## config.mk

```make
export PLATFORM = sky130hd
export DESIGN_NAME = rr_arb4_ctrl
export DESIGN_NICKNAME = d
export VERILOG_FILES = /design/src/rtl/rr_arb4_ctrl.sv
export SDC_FILE = /design/constraint.sdc
export NUM_CORES = 1
export LEC_CHECK = 0
export ABC_AREA = 1
export BUFFER_PORTS_ARGS = -buffer_cell sky130_fd_sc_hd__buf_2
export CAP_MARGIN = 20
export CORE_MARGIN = 5
export CORE_UTILIZATION = 48
export DETAILED_ROUTE_END_ITERATION = 8
export PLACE_DENSITY = 0.73
export SYNTH_ARGS = -nofsm -noshare
export SYNTH_HDL_FRONTEND = slang
export SYNTH_SLANG_ARGS = --single-unit
```

## constraint.sdc

```tcl
create_clock -name clock -period 1.7 [get_ports clock]
set_input_delay 0.085 -clock clock [delete_from_list [all_inputs] [get_ports clock]]
set_output_delay 0.085 -clock clock [all_outputs]
set_load 0.02 [all_outputs]
```

## src/rtl/rr_arb4_ctrl.sv

```systemverilog
// rr_arb4_ctrl: four-agent round-robin arbiter with registered one-hot grants
// and an enforced idle cycle between owners.
// Optional hold-time preemption is compiled in when ARB_TIMEOUT_EN is defined.
//
// state  | meaning
// -------+---------------------------------------------------------------
// IDLE   | no grant; scan requests starting after the last owner
// GRANT  | agent own_q holds the resource until it drops req (or is preempted)
module rr_arb4_ctrl #(
  parameter int HOLD_W   = 4,
  parameter int MAX_HOLD = 15
) (
  input  logic clock,
  input  logic reset,
  input  logic req_0,
  input  logic req_1,
  input  logic req_2,
  input  logic req_3,
  output logic gnt_0,
  output logic gnt_1,
  output logic gnt_2,
  output logic gnt_3,
  output logic busy,
  output logic preempt
);

  typedef enum logic [1:0] {
    ST_IDLE  = 2'b00,
    ST_GRANT = 2'b01
  } state_t;

  state_t      state_q, state_d;
  logic [1:0]  own_q, own_d;
  logic [3:0]  gnt_q, gnt_d;
  logic        busy_q, busy_d;
  logic        preempt_q, preempt_d;

  logic [3:0]  req_v;
  logic [1:0]  sel;
  logic        sel_found;
  logic        others_req;

  assign req_v = {req_3, req_2, req_1, req_0};

`ifdef ARB_TIMEOUT_EN
  logic [HOLD_W-1:0] hold_cnt_q, hold_cnt_d;
  logic              hold_max;
  assign hold_max = (hold_cnt_q == HOLD_W'(MAX_HOLD));
`else
  logic [HOLD_W-1:0] unused_max_hold;
  assign unused_max_hold = HOLD_W'(MAX_HOLD);
`endif

  // Rotating-priority scan: own+1, own+2, own+3, then own itself.
  always_comb begin
    logic [1:0] idx;
    sel       = own_q;
    sel_found = 1'b0;
    idx       = own_q;
    for (int i = 1; i <= 4; i++) begin
      idx = own_q + 2'(i);
      if (!sel_found && req_v[idx]) begin
        sel       = idx;
        sel_found = 1'b1;
      end
    end
  end

  // Any requester other than the current owner (used only for preemption).
  assign others_req = |(req_v & ~(4'b0001 << own_q));

  // Next-state and next-output decode; outputs default low so every exit
  // from GRANT (and any illegal encoding) produces the all-low gap cycle.
  always_comb begin
    state_d   = state_q;
    own_d     = own_q;
    gnt_d     = 4'b0000;
    busy_d    = 1'b0;
    preempt_d = 1'b0;
`ifdef ARB_TIMEOUT_EN
    hold_cnt_d = hold_cnt_q;
`endif
    case (state_q)
      ST_IDLE: begin
        if (sel_found) begin
          own_d   = sel;
          gnt_d   = 4'b0001 << sel;
          busy_d  = 1'b1;
          state_d = ST_GRANT;
`ifdef ARB_TIMEOUT_EN
          hold_cnt_d = HOLD_W'(1);
`endif
        end
      end
      ST_GRANT: begin
        if (!req_v[own_q]) begin
          // Normal release wins over a simultaneous preemption condition.
          state_d = ST_IDLE;
`ifdef ARB_TIMEOUT_EN
        end else if (hold_max && others_req) begin
          preempt_d = 1'b1;
          state_d   = ST_IDLE;
`endif
        end else begin
          gnt_d  = 4'b0001 << own_q;
          busy_d = 1'b1;
`ifdef ARB_TIMEOUT_EN
          if (!hold_max) hold_cnt_d = hold_cnt_q + HOLD_W'(1);
`endif
        end
      end
      default: begin
        state_d = ST_IDLE;
      end
    endcase
`ifndef ARB_TIMEOUT_EN
    if (others_req && 1'b0) preempt_d = 1'b0;
`endif
  end

  // State, owner pointer and registered outputs; reset points own at 3 so
  // agent 0 is scanned first.
  always_ff @(posedge clock) begin
    if (reset) begin
      state_q   <= ST_IDLE;
      own_q     <= 2'd3;
      gnt_q     <= 4'b0000;
      busy_q    <= 1'b0;
      preempt_q <= 1'b0;
    end else begin
      state_q   <= state_d;
      own_q     <= own_d;
      gnt_q     <= gnt_d;
      busy_q    <= busy_d;
      preempt_q <= preempt_d;
    end
  end

`ifdef ARB_TIMEOUT_EN
  // Consecutive granted-cycle counter, saturating at MAX_HOLD.
  always_ff @(posedge clock) begin
    if (reset) hold_cnt_q <= '0;
    else       hold_cnt_q <= hold_cnt_d;
  end
`endif

  assign gnt_0   = gnt_q[0];
  assign gnt_1   = gnt_q[1];
  assign gnt_2   = gnt_q[2];
  assign gnt_3   = gnt_q[3];
  assign busy    = busy_q;
  assign preempt = preempt_q;

endmodule

```

== Word level (Yosys, flattened, before mapping) ==
Index checks and enable logic that the tools add are counted.

* Input port bits: 6
* Output and inout bits: 6
* Memory bits (read-only): 0
* Bits in latches: 0
* Register bits after elaboration: 9
* Memories kept: 0
* Word-level logic and storage cells: 50
* RAM bits: 0

* Reduce and logical (&&, ||, !) cells: 9
* Bitwise gates (word level): 0
* Equal/unequal tests: 3
* Magnitude comparators: 4
* Add/subtract/negate cells: 3
* Multiply operators: 0
* Divide/modulo/power cells: 0
* Muxes and demuxes: 25
* Shifts and indexed selects: 2

{| class="wikitable"
|+ Operators by type and width
! kind !! count
|-
| 2-bit by 3-bit less-than comparator with 1-bit output (second input constant) || 4
|-
| 2-bit 2-to-1 mux || 6
|-
| 1-bit 2-to-1 mux || 10
|-
| 1-bit binary-select mux with 2-bit select || 4
|-
| 4-bit 2-to-1 mux || 2
|-
| 4-bit one-hot mux with 2 select lines || 1
|-
| 1-bit by 2-bit left shift with 4-bit output (first input constant) || 2
|-
| 2-bit adder (second input constant) || 2
|-
| 2-bit != test (second input constant) || 2
|-
| 2-bit one-hot mux with 2 select lines || 1
|-
| 2-bit AND reduction || 2
|-
| 1-bit logical AND || 3
|-
| 1-bit logical NOT || 3
|-
| 2-bit by 1-bit adder with 2-bit output (second input constant) || 1
|-
| 2-bit by 1-bit equality test with 1-bit output (second input constant) || 1
|-
| 2-bit logical NOT || 1
|-
| 1-bit one-hot mux with 2 select lines || 1
|}

== Longest topological paths before layout ==
* Depth after elaboration: 16
* Depth in mapped cells: 12
* Gate-level depth less buffers: 12

== Least setup slack after synthesis ==
OpenSTA, ideal clock, no wires.

* Path type: register to register
* From: register own_q[1]
* To: register gnt_q[0]
* Stages on the path, launching flop included: 12
* Required time: 1633 ps
* Path buffers: 0
* Data arrival time: 1716 ps
* Clock period less this slack: 1783 ps
* Path slack: -83 ps
* Setup time: 67 ps
* Cells stage by stage: dfxtp_1 > inv_1 > ha_1 > inv_1 > nand3_2 > nand2_1 > nand3_4 > nand2_2 > nand2_2 > nor2_2 > nand2_1 > a21oi_2

* Cells in the longest elaborated chain, start to end: 16
* Elaborated cells between the ends (all ways): 30
* Those cells by class: add/sub: 3; shift: 2; mux: 19; reduce/logical: 6

{| class="wikitable"
|+ RTL lines
! element !! line !! text
|-
| start, declared || 33 || <nowiki>logic [1:0] own_q, own_d;</nowiki>
|-
| start signal, assigned || 132 || <nowiki>own_q <= own_d;</nowiki>
|-
| 2-bit by 1-bit adder with 2-bit output || 61 || <nowiki>idx = own_q + 2'(i);</nowiki>
|-
| 1-bit binary-select mux with 2-bit select || 62 || <nowiki>if (!sel_found && req_v[idx]) begin</nowiki>
|-
| 1-bit 2-to-1 mux (implied by the code) || 62 ||
|-
| 1-bit 2-to-1 mux || 62 ||
|-
| 1-bit logical NOT || 62 ||
|-
| 1-bit logical AND || 62 ||
|-
| 1-bit 2-to-1 mux || 62 ||
|-
| 1-bit logical NOT || 62 ||
|-
| 1-bit logical AND || 62 ||
|-
| 1-bit 2-to-1 mux || 62 ||
|-
| 1-bit logical NOT || 62 ||
|-
| 1-bit logical AND || 62 ||
|-
| 2-bit 2-to-1 mux || 62 ||
|-
| 1-bit by 2-bit left shift with 4-bit output || 87 || <nowiki>gnt_d = 4'b0001 << sel;</nowiki>
|-
| 4-bit 2-to-1 mux || 85 || <nowiki>if (sel_found) begin</nowiki>
|-
| 4-bit one-hot mux with 2 select lines * || 83 || <nowiki>case (state_q)</nowiki>
|-
| end signal, assigned || 133 || <nowiki>gnt_q <= gnt_d;</nowiki>
|-
| end, declared || 34 || <nowiki>logic [3:0] gnt_q, gnt_d;</nowiki>
|}

Mark *: on every way between the ends. The rest lies on a longest branch, timed or not. The select of a mux whose other input is x is not followed.
A chain may end at the register's enable or synchronous reset.

== Worst setup path after layout ==
* From: register own_q[0]
* To: register gnt_q[0]

The elaborated chain is that of the path after synthesis.

==> flow_metrics.env <==
export IMPL_track_usage_pct=12.1
export IMPL_area_growth_pct=16.3
export IMPL_worstSkewPairLatency_ns=0.25
export IMPL_diodes=0
export IMPL_fp_row_count=13
export IMPL_cts_root_buf="clkbuf_4"
export IMPL_syn_area_per_cell_um2=7.13
export IMPL_grt_pass1_vias=626
export IMPL_final_cell_mix="nand2_1 (25), nand2_2 (11), nand3_1 (10), buf_2 (10)"
export IMPL_dp_cells=125
export IMPL_ys_types=23
export IMPL_startpoint_type="flop"
export IMPL_final_hold_violation_count=0
export IMPL_maxCapViolCount=0
export IMPL_multi_input_area_um2=492
export IMPL_drive_above_1_share_pct=42.5
export IMPL_die_w_um=48.3
export IMPL_fin_nets=125
export IMPL_post_route_drc_count=0
export IMPL_syn_nets=109
export IMPL_ys_ff_latch=8
export IMPL_hold_path_class="in2reg"
export IMPL_cts_sinks=8
export IMPL_numCtsBuffers=3
export IMPL_grt_max_degree=14
export IMPL_viasPerCell=5.04
export IMPL_worstPathArrival_ns=1.75
export IMPL_synth_area_um2=706
export IMPL_netlist_instances=99
export IMPL_htreeDepth=1
export IMPL_rsz0062_at_grt="no"
export IMPL_met1_usage_pct=13.1
export IMPL_ctsResizeCount=0
export IMPL_fin_crit_sh_pct=91.9
export IMPL_yosysSeqAreaShare_pct=22.7
export IMPL_end_kind="flop"
export IMPL_drt_first_pass_iters=3
export IMPL_cts_buffer_depth=2
export IMPL_wl_per_cell_um=10.8
export IMPL_power_density_nw_per_um2=2190
export IMPL_dieArea_um2=2340
export IMPL_gr_usage_met2_pct=21.7
export IMPL_required_ns=1.89
export IMPL_antenna_found_initial=0
export IMPL_setup_violations=0
export IMPL_place_congestion=0.825
export IMPL_min_period_ns=1.56
export IMPL_postCtsHoldBufs=0
export IMPL_layout_commonest_cell="nand2_1"
export IMPL_cts_tree="yes"
export IMPL_finalPower_mw=1.80
export IMPL_clock_skew_ns=0.00636
export IMPL_max_freq_mhz=640
export IMPL_worstPathMaxFanout=4
export IMPL_cts_clk_slew_worst_paths_ns=0.05
export IMPL_dpl_hpwl_um=1130
export IMPL_regArea_um2=161
export IMPL_whs_ns=0.101
export IMPL_irDropWorstVdd_mv=1.19
export IMPL_vias=645
export IMPL_timing_setup_tns_ns=0
export IMPL_io_pin_count=12
export IMPL_run_status="completed"
export IMPL_port_buffers=10
export IMPL_synth_top_area_share_pct=22.7
export IMPL_coreArea_um2=1350
export IMPL_top_usage_layer="met2"
export IMPL_grt_overflow_total=0
export IMPL_grt_use_met3_pct=1.83
export IMPL_wl_um=1390
export IMPL_start_util_pct=52.3
export IMPL_yosys_top_cells_area="dfxtp_1 (23%), nand2_1 (14%), nand2_2 (8.9%), nand3_4 (7.4%), ha_1 (7.1%)"
export IMPL_critPathKind="reg2reg"
export IMPL_grt_first_pass_wirelength_um=2360
export IMPL_postCtsSetupBuffers=0
export IMPL_drtAntennaViolNets=0
export IMPL_die_h_um=48.3
export IMPL_yosys_warnings=0
export IMPL_stdcell_count=128
export IMPL_drt_iter0_drc=4
export IMPL_yosysTopAreaCell="dfxtp_1"
export IMPL_finalMaxSlewViolations=0
export IMPL_power_leakage_nw=0.413
export IMPL_fillers=134
[power by group]
group | internal [mW] | switching (mW)
Combinational | 0.498 | 0.870
Sequential | 0.268 | 0.0197
Clock | 0.0804 | 0.0594
[area by class of cell]
cell class	instances	area share, %
flip-flops and latches	8	19.7
clock buffers	3	2.74
multi-input cells	77	59.9
repair buffers	14	9.76
inverters	11	5.64
well taps	15	2.29
[per-layer routing]
metal	vias up	wire [um]
li1	341	-
met1	290	616
met3	2	58
met2	12	696
met4	0	14
met5	-	0
[metrics by stage]
step | instance area, um^2 | worst slack [ns] | util, %
floorplan | 719 | 0.0872 | -
CTS | 818 | 0.122 | 60.6
finish | 821 | 0.138 | 60.8
global placement | 796 | 0.180 | 58.9
global route | 821 | 0.00345 | 60.8
detailed placement | 796 | 0.132 | 58.9
[state kept, by name, indices dropped and copies added (netlist names)]
| name | count |
|---|---|
| own_q | 2 |
| busy | 1 |
| gnt_q | 4 |
| state_q | 1 |
[cell usage after synthesis]
cell type,count
inv_1,8
clkbuf_1,1
nand3_2,2
o21ai_1,1
nand2_4,3
ha_1,4
nand2_2,10
inv_6,1
dfxtp_1,8
nor2_1,5
buf_6,1
nand3_4,3
nand2_1,26
conb_1,1
nand3_1,10
nand4_1,1
a21oi_2,3
inv_2,2
a21oi_1,4
nor2_2,2
nand4_2,1
buf_4,1
o21ai_0,1
[path summary, 6_finish.rpt]
check / startpoint / end / slack, ns / cells past startpoint
setup / recovery: own_q[0] / gnt_q[0] / 0.14 / 11
hold / removal: reset / gnt_q[2] / 0.10 / 2
setup reg to reg: own_q[0] / gnt_q[0] / 0.14 / 11
hold reg to reg: state_q[0] / own_q[1] / 0.60 / 3
[worst max-delay path, stage by stage (launching register included)]
cell and delay, ns:
dfxtp_1 0.34, inv_2 0.06, ha_4 0.26, inv_2 0.09, nand3_2 0.11, nand2_2 0.11
nand3_4 0.09, nand2_2 0.07, nand2_2 0.07, nor2_2 0.10, nand2_1 0.07, a21oi_2 0.12
[kinds of logic (layout without fill, tap and decap cells)]
kind of cell    after synthesis  after routing  synth area share [%]
flops                         8              8                  22.7
buf+inv                      14             28                  9.75
simple gates                 63             63                  52.0
other cells                   1              1                 0.531
compound gates                9              9                  7.98
fa+ha+maj                     4              4                  7.09
Power figures use the tool's default switching activity.
